[config.mk]
export PLATFORM = sky130hd
export DESIGN_NAME = add_accumulator_flat
export DESIGN_NICKNAME = d
export VERILOG_FILES = /design/src/rtl/add_accumulator_pkg.sv /design/src/rtl/add_accumulator_if.sv /design/src/rtl/add_accumulator_fa_nbit.sv /design/src/rtl/add_accumulator.sv /design/src/flat_wrapper.sv
export SDC_FILE = /design/constraint.sdc
export NUM_CORES = 1
export LEC_CHECK = 0
export ABC_AREA = 0
export ABC_CLOCK_PERIOD_IN_PS = 4000
export CAP_MARGIN = 20
export CORE_MARGIN = 3
export CORE_UTILIZATION = 44
export DETAILED_ROUTE_END_ITERATION = 6
export PLACE_DENSITY = 0.88
export SLEW_MARGIN = 20
export SYNTH_ARGS = -nofsm -noshare
export SYNTH_HDL_FRONTEND = slang
export SYNTH_SLANG_ARGS = --single-unit
export TNS_END_PERCENT = 20
[constraint.sdc]
create_clock -name clk -period 4 [get_ports clk]
set_input_delay 0.8 -clock clk [delete_from_list [all_inputs] [get_ports clk]]
set_output_delay 0.8 -clock clk [all_outputs]
set_load 0.005 [all_outputs]
[src/rtl/add_accumulator_pkg.sv]
// rtl/add_accumulator_pkg.sv - shared state type and counter-width helper for add_accumulator
package acc_pkg;

    typedef enum logic {
        ACCUM = 1'b0,
        DONE  = 1'b1
    } acc_state_t;

    // Counter must be able to hold LEN itself, shown on out_count while DONE
    function automatic int cnt_w(input int len);
        return $clog2(len + 1);
    endfunction

endpackage

[src/rtl/add_accumulator_if.sv]
// rtl/add_accumulator_if.sv - sample input stream and frame result stream of add_accumulator
interface add_accumulator_if #(
    parameter int N   = 8,
    parameter int LEN = 4
);
    import acc_pkg::*;

    localparam int CNT_W = cnt_w(LEN);

    logic             in_valid;
    logic             in_ready;
    logic [N-1:0]     in_data;
    logic             out_valid;
    logic             out_ready;
    logic [N-1:0]     out_sum;
    logic             out_carry;
    logic [CNT_W-1:0] out_count;

    modport master (
        output in_valid, in_data, out_ready,
        input  in_ready, out_valid, out_sum, out_carry, out_count
    );

    modport slave (
        input  in_valid, in_data, out_ready,
        output in_ready, out_valid, out_sum, out_carry, out_count
    );

endinterface

[src/rtl/add_accumulator_fa_nbit.sv]
// rtl/add_accumulator_fa_nbit.sv - N-bit ripple-carry adder built from full-adder cells
module FA_Nbit #(
    parameter int N = 8
) (
    input  logic [N-1:0] a,
    input  logic [N-1:0] b,
    input  logic         cin,
    output logic [N-1:0] sum,
    output logic         cout
);

    logic carry;

    always_comb begin
        sum   = '0;
        carry = cin;
        for (int i = 0; i < N; i++) begin
            sum[i] = a[i] ^ b[i] ^ carry;
            carry  = (a[i] & b[i]) | (carry & (a[i] ^ b[i]));
        end
        cout = carry;
    end

endmodule

[src/rtl/add_accumulator.sv]
// rtl/add_accumulator.sv - frame accumulator over LEN samples; ACC_SATURATE_EN clamps the total on overflow
module add_accumulator
    import acc_pkg::*;
#(
    parameter int N   = 8,
    parameter int LEN = 4
) (
    input  logic              clk,
    input  logic              rst_n,
    add_accumulator_if.slave  bus
);

    localparam int               CNT_W = cnt_w(LEN);
    localparam logic [CNT_W-1:0] LAST  = CNT_W'(LEN - 1);

    acc_state_t       state, state_next;
    logic [N-1:0]     acc, acc_next;
    logic             carry, carry_next;
    logic [CNT_W-1:0] count, count_next;
    logic [N-1:0]     add_sum;
    logic             add_cout;

    FA_Nbit #(.N(N)) u_adder (
        .a    (acc),
        .b    (bus.in_data),
        .cin  (1'b0),
        .sum  (add_sum),
        .cout (add_cout)
    );

    // Handshake flags come from state alone, so neither ready nor valid sees the other side combinationally
    assign bus.in_ready  = (state == ACCUM);
    assign bus.out_valid = (state == DONE);
    assign bus.out_sum   = acc;
    assign bus.out_carry = carry;
    assign bus.out_count = count;

    always_comb begin
        state_next = state;
        acc_next   = acc;
        carry_next = carry;
        count_next = count;
        case (state)
            ACCUM: begin
                if (bus.in_valid) begin
`ifdef ACC_SATURATE_EN
                    acc_next = add_cout ? {N{1'b1}} : add_sum;
`else
                    acc_next = add_sum;
`endif
                    carry_next = carry | add_cout;
                    count_next = count + CNT_W'(1);
                    if (count == LAST) begin
                        state_next = DONE;
                    end
                end
            end
            DONE: begin
                if (bus.out_ready) begin
                    state_next = ACCUM;
                    acc_next   = '0;
                    carry_next = 1'b0;
                    count_next = '0;
                end
            end
            default: begin
                state_next = ACCUM;
            end
        endcase
    end

    always_ff @(posedge clk or negedge rst_n) begin
        if (!rst_n) begin
            state <= ACCUM;
            acc   <= '0;
            carry <= 1'b0;
            count <= '0;
        end else begin
            state <= state_next;
            acc   <= acc_next;
            carry <= carry_next;
            count <= count_next;
        end
    end

endmodule

[src/flat_wrapper.sv]
// flat-port wrapper written by rule: the top's interface ports become plain ports
module add_accumulator_flat import acc_pkg::*;
#(
    parameter int N   = 8,
    parameter int LEN = 4
)
  (clk, rst_n, bus_in_valid, bus_in_data, bus_out_ready, bus_in_ready, bus_out_valid, bus_out_sum, bus_out_carry, bus_out_count);
  add_accumulator_if #(.N(N), .LEN(LEN)) bus_i ();
  input  logic clk;
  input  logic rst_n;
  input wire logic [$bits(bus_i.in_valid)-1:0] bus_in_valid;
  input wire logic [$bits(bus_i.in_data)-1:0] bus_in_data;
  input wire logic [$bits(bus_i.out_ready)-1:0] bus_out_ready;
  output wire logic [$bits(bus_i.in_ready)-1:0] bus_in_ready;
  output wire logic [$bits(bus_i.out_valid)-1:0] bus_out_valid;
  output wire logic [$bits(bus_i.out_sum)-1:0] bus_out_sum;
  output wire logic [$bits(bus_i.out_carry)-1:0] bus_out_carry;
  output wire logic [$bits(bus_i.out_count)-1:0] bus_out_count;
  assign bus_i.in_valid = bus_in_valid;
  assign bus_i.in_data = bus_in_data;
  assign bus_i.out_ready = bus_out_ready;
  assign bus_in_ready = bus_i.in_ready;
  assign bus_out_valid = bus_i.out_valid;
  assign bus_out_sum = bus_i.out_sum;
  assign bus_out_carry = bus_i.out_carry;
  assign bus_out_count = bus_i.out_count;
  add_accumulator #(.N(N), .LEN(LEN)) u_core (.clk(clk), .rst_n(rst_n), .bus(bus_i));
endmodule
---- After elaboration in Yosys (flattened, before gate mapping) ----
Cells that the tools add are included.
W data, S select, Z words.
cells by class
  mux-type cells .......................... 13
  divide/modulo/power cells ............... 0
  $add $sub $neg .......................... 1
  shift-type cells ........................ 0
  equal/unequal tests ..................... 3
  magnitude comparators ................... 0
  multiply operators ...................... 0
  bitwise gates (word level) .............. 39
  reductions and logical operators ........ 1
operators with widths
  kind                   number
  $mux W8                2
  $pmux W8 S2            1
  $and A1 B1 Y1          15
  $xor A1 B1 Y1          15
  $or A1 B1 Y1           8
  $mux W3                2
  $pmux W3 S2            1
  $mux W1                5
  $ne A2 B2 Y1 const B   2
  $pmux W1 S2            2
  $add A3 B1 Y3 const B  1
  $eq A3 B2 Y1 const B   1
  $reduce_and A2 Y1      1
  $not A1 Y1             1
word-level totals
  bits in writable memories ............... 0
  ROM bits ................................ 0
  bits in registers ....................... 13
  memories kept ........................... 0
  latch bits .............................. 0

---- Depth between registers and ports, before layout ----
  word-level depth ........................ 18
  gate-level depth with buffers ........... 12
  gate-level depth less buffers ........... 12

---- Modules after synthesis ----
A second synthesis with hierarchy kept.
unflattened totals
  cells, all modules ...................... 68
  area total of the unflattened synthesis .. 829.5 um2
by module, submodules not included
  module           times used  cells an instance  area each (um2)
  add_accumulator  1           50                 631.9
  FA_Nbit          1           18                 197.7

---- Worst setup path after synthesis ----
OpenSTA, ideal clock, no wires.
  path kind ............................... input to register
  start point ............................. input bus_in_data[0]
  end point ............................... register u_core.acc[7] (netlist: u_core.bus.out_sum[7])
  path buffers ............................ 0
  arrival time ............................ 3.490 ns
  stages on the path ...................... 12
  library setup time ...................... 0.122 ns
  data required time ...................... 3.878 ns
  path slack .............................. 0.389 ns
  cells stage by stage .................... ha_1 -> inv_1 -> fa_1 -> fa_1 -> inv_1 -> fa_1 -> fa_1 -> fa_1 -> fa_1 -> fa_1 -> mux2i_1 -> o21ai_1
between the ends
  longest elaborated chain between the ends .. 16
RTL lines
  element                      line                           source
  from (decl)                  flat_wrapper.sv:12             input wire logic [$bits(bus_i.in_data)-1:0] bus_in_data;
  $and A1 B1 Y1 (2 in series)  add_accumulator_fa_nbit.sv:19  carry = (a[i] & b[i]) | (carry & (a[i] ^ b[i]));
  $or A1 B1 Y1                 add_accumulator_fa_nbit.sv:19
  $and A1 B1 Y1                add_accumulator_fa_nbit.sv:19
  $or A1 B1 Y1                 add_accumulator_fa_nbit.sv:19
  $and A1 B1 Y1                add_accumulator_fa_nbit.sv:19
  $or A1 B1 Y1                 add_accumulator_fa_nbit.sv:19
  $and A1 B1 Y1                add_accumulator_fa_nbit.sv:19
  $or A1 B1 Y1                 add_accumulator_fa_nbit.sv:19
  $and A1 B1 Y1                add_accumulator_fa_nbit.sv:19
  $or A1 B1 Y1                 add_accumulator_fa_nbit.sv:19
  $and A1 B1 Y1                add_accumulator_fa_nbit.sv:19
  $or A1 B1 Y1                 add_accumulator_fa_nbit.sv:19
  $xor A1 B1 Y1                add_accumulator_fa_nbit.sv:18  sum[i] = a[i] ^ b[i] ^ carry;
  $mux W8                      add_accumulator.sv:45          if (bus.in_valid) begin
  $pmux W8 S2                  add_accumulator.sv:43          case (state)
  to (signal assigned)         add_accumulator.sv:80          acc <= acc_next;
  to (decl)                    add_accumulator.sv:17          logic [N-1:0] acc, acc_next;
No other way between the ends. The select of a mux whose other input is x is not followed.
A chain may end at the register's enable or synchronous reset.

---- Final worst setup path ----
Same ends and word-level chain as after synthesis.

==> results by group <==
Outcome
  – Status: completed

Global route
  – Wire length of the first global-routing pass: 2.904 mm
  – Number of antenna violations at the first check in global routing: 0
  – Global route overflow: 0
  – Vias in the first global route: 622
  – Total routing usage reported by global routing: 16.38%
  – Largest net degree at the start of global routing: 14

Cells and area
  – Share of final-layout standard cells stronger than drive strength 1: 5.208%
  – Net count of the finished layout: 119
  – Most used cells in the layout excluding fill and tap cells: 25 x clkdlybuf4s50_1, 13 x dfrtp_1, 10 x mux2i_1, 10 x nand2_1, 9 x inv_1
  – Most common library cell in the layout ignoring fill and taps: clkdlybuf4s50_1
  – Number of antenna repair diodes: 0
  – Area delta synth->final: 32.87%
  – Final cell area excluding filler cells: 1072 um2
  – Filler cells: 136

Worst setup path
  – Slowest stage cell, crit path: fa_1
  – Type of destination of the critical path: flip-flop
  – Capture instance of the worst register-to-register path: u_core.bus.out_sum[7]
  – Nature of the critical path startpoint: primary input
  – Crit path cell chain: clkdlybuf4s50_1 -> ha_1 -> inv_1 -> fa_1 -> fa_1 -> inv_1 -> fa_2 -> fa_1 -> fa_1 -> fa_1 -> fa_1 -> mux2i_1 -> o21ai_1
  – Worst reg2reg path startpoint: u_core.bus.out_sum[0]
  – Dominant delay contributor by cell family on the critical path: adder cells
  – Worst path most repeated cell: fa_1
  – Reg-to-reg setup timing slack: 0.65 ns
  – Required time of the worst setup path: 4.16 ns
  – Setup Crit Path Kind: in2reg
  – Worst path bufs/invs: 3
  – Maximum cell stage delay along the critical path: 0.44 ns
  – Crit path DAT: 4.01 ns
  – FF-to-FF path depth: 12
  – Biggest fanout along the worst timing path: 1

Placement
  – Buffers added on ports: 25
  – Half-perimeter wire length after placement: 1.186 mm
  – Global placer's final weighted congestion: 0.6920
  – Placed cell area: 1044 um2
  – Pre-CTS setup slack: -0.2319 ns

Clock tree
  – H-tree depth reported by CTS: 1
  – Maximum count of clock buffers along a single path: 2
  – Clock latency reported for the late side of the worst-skew pair: 0.28 ns
  – CTS tree: built
  – Clock transition at path regs: 0.08 ns
  – # clock sinks: 13
  – Inserted Clock Buffers: 3
  – Root Buffer: clkbuf_4
  – Hold_buf cts: 0
  – Setup repair bufs after CTS: 0

Detailed routing
  – 1st-pass router iterations: 4
  – Final Routed Wirelength: 1.575 mm
  – Starting DRT DRC Count: 4
  – Count of antenna-violating nets left after detailed routing: 0
  – Vias after detailed routing: 595
  – Detailed-route DRC error count: 0
  – Via density: 4.958
  – Routed WL per cell: 13.13 um

Power and ir drop
  – Switching pwr: 272.8 uW
  – Worst IR Drop VDD: 0.0002827 V
  – Reported leakage power: 0.4831 nW
  – Fraction of power consumed by sequential logic: 36.7%
  – PwrDens: 694.6 nW/um2
  – Part of the total power dissipated in the clock network: 11.1%
  – Internal: 471.9 uW
  – Fraction of power spent switching nets: 36.64%
  – Relative contribution of combinational cells to total power: 52.2%
  – Total chip power: 744.8 uW

Logic synthesis
  – Unique masters post-synth: 17
  – Sequential share of the synthesized area: 40.31%
  – Count of mapped cells out of synthesis: 71
  – Post-synth net total: 93
  – Count of warnings emitted by yosys: 0
  – Syn avg cell area: 11.37 um2
  – Mapped cell area: 807.0 um2
  – Total of flip-flops plus latches after synthesis: 13

Floorplan
  – Die extent in x: 48.83 um
  – Vert. Die Dim: 48.83 um
  – Floorplan Core Area: 1612 um2
  – Placement Rows: 14
  – Starting utilization of the core area: 50.08%
  – Number of I/O pins: 26
  – Die Outline Area: 2384 um2

Timing
  – Final-report max-slew violation count: 0
  – Final count of negative-setup-slack endpoints: 0
  – Unrepaired setup endpoints after global routing: no
  – Worst slew margin: 50.96%
  – Clock Skew: 0.004449 ns
  – Worst setup slack after layout: 0.1479 ns
  – Final hold viol count: 0
  – Maximum clock frequency: 259.6 MHz
  – Min Clock Period, post-route: 3.852 ns
  – Actual transition at the worst max-transition pin: 0.7341 ns
  – Final critical-path share of the clock period: 96.30%
  – Setup TNS: 0 ns

Hold path
  – Class of the tightest hold or removal check: reg2reg
  – HP Start: u_core.bus.out_sum[1]
  – WHS Path Cells: 2
  – Worst hold endpoint: u_core.bus.out_sum[1]

Flow run
  – Count of max-cap constraint violations: 0
worst reg2reg max path: stages, from the launching register on:
cell,delay [ns]
dfrtp_1,0.41
ha_1,0.21
inv_1,0.07
fa_1,0.18
fa_1,0.16
inv_1,0.05
fa_2,0.34
fa_1,0.38
fa_1,0.39
fa_1,0.39
fa_1,0.44
mux2i_1,0.14
o21ai_1,0.07
timing repair:
action / CTS / global route
setup endpoints to repair: 0 / 2
resized for setup: 0 / 1
hold endpoints to repair: 0 / 0
cell families after synthesis:
group / share of synthesized area (%)
and+or+nand+nor: 5.427
buffers and inverters: 9.612
muxes: 12.40
adders and majority gates: 22.02
DFF: 40.31
AOI/OAI and AO/OA: 10.23
cell usage after synthesis:
master   number  share of area (%)
buf_6         1                1.4
buf_2         1               0.62
a31o_2        1                1.1
inv_1         9                4.2
buf_4         1               0.93
a21oi_1       1               0.62
dfrtp_1      13                 40
nor2b_1       1               0.78
ha_1          3                4.7
o21ai_0       6                3.7
nand2_1      10                4.7
mux2i_1      10                 12
a22o_1        2                2.2
o22ai_1       1               0.78
o21ai_1       3                1.9
buf_12        1                2.5
fa_1          7                 17
worst max-delay path by stage:
stage | from | to | slack (ns) | cells past startpoint
5_1_grt | bus_in_data[0] | u_core.bus.out_sum[7] | 0.03 | 13
3_5_place_dp | bus_in_data[0] | u_core.bus.out_sum[7] | -0.23 | 13
6_report | bus_in_data[0] | u_core.bus.out_sum[7] | 0.15 | 13
2_1_floorplan | bus_in_data[0] | u_core.bus.out_sum[7] | 0.39 | 12
3_3_place_gp | bus_in_data[0] | u_core.bus.out_sum[7] | -0.14 | 13
4_1_cts | bus_in_data[0] | u_core.bus.out_sum[7] | 0.06 | 13
through the flow:
stage          hold WS, ns  cells  utilization [%]
6_report            0.5346    120            66.54
5_1_grt             0.5851    120            66.54
4_1_cts             0.5414    120            66.38
3_5_place_dp        0.5160    116            64.75
3_3_place_gp        0.5011    116            64.75
2_1_floorplan       0.4945     71                -
cell type report:
cell class | instances | area (um2) | share of cell area [%]
Tap cell | 24 | 30.03 | 2.800
Clock buffer | 4 | 26.28 | 2.450
Multi-Input combinational cell | 45 | 406.6 | 37.92
Sequential cell | 13 | 325.3 | 30.34
Inverter | 9 | 33.78 | 3.151
Timing Repair Buffer | 25 | 250.2 | 23.34
flip-flops by register name, indices dropped and copies added (netlist names):
| signal | count |
|---|---|
| u_core.bus.out_sum | 8 |
| u_core.bus.out_count | 3 |
| u_core.bus.out_carry | 1 |
| u_core.bus.out_valid | 1 |
power groups by stage:
| stage | registers [mW] | clock network, mW | logic (mW) |
|---|---|---|---|
| after global routing | 0.290 | 0.0928 | 0.445 |
| after floorplan | 0.265 | 0 | 0.207 |
| after CTS | 0.275 | 0.0845 | 0.398 |
| final | 0.273 | 0.0829 | 0.389 |
| after detailed placement | 0.276 | 0 | 0.396 |
| after global placement | 0.273 | 0 | 0.377 |
per-layer routing:
layer	part of all wire (%)	GRT usage [%]	wire length [um]
met1	40	19.84	630
met2	49	24.21	777
met3	6.9	3.976	109
met4	3.6	14.22	57
met5	0	0	0
No activity file was read; power rests on OpenSTA's default activity.
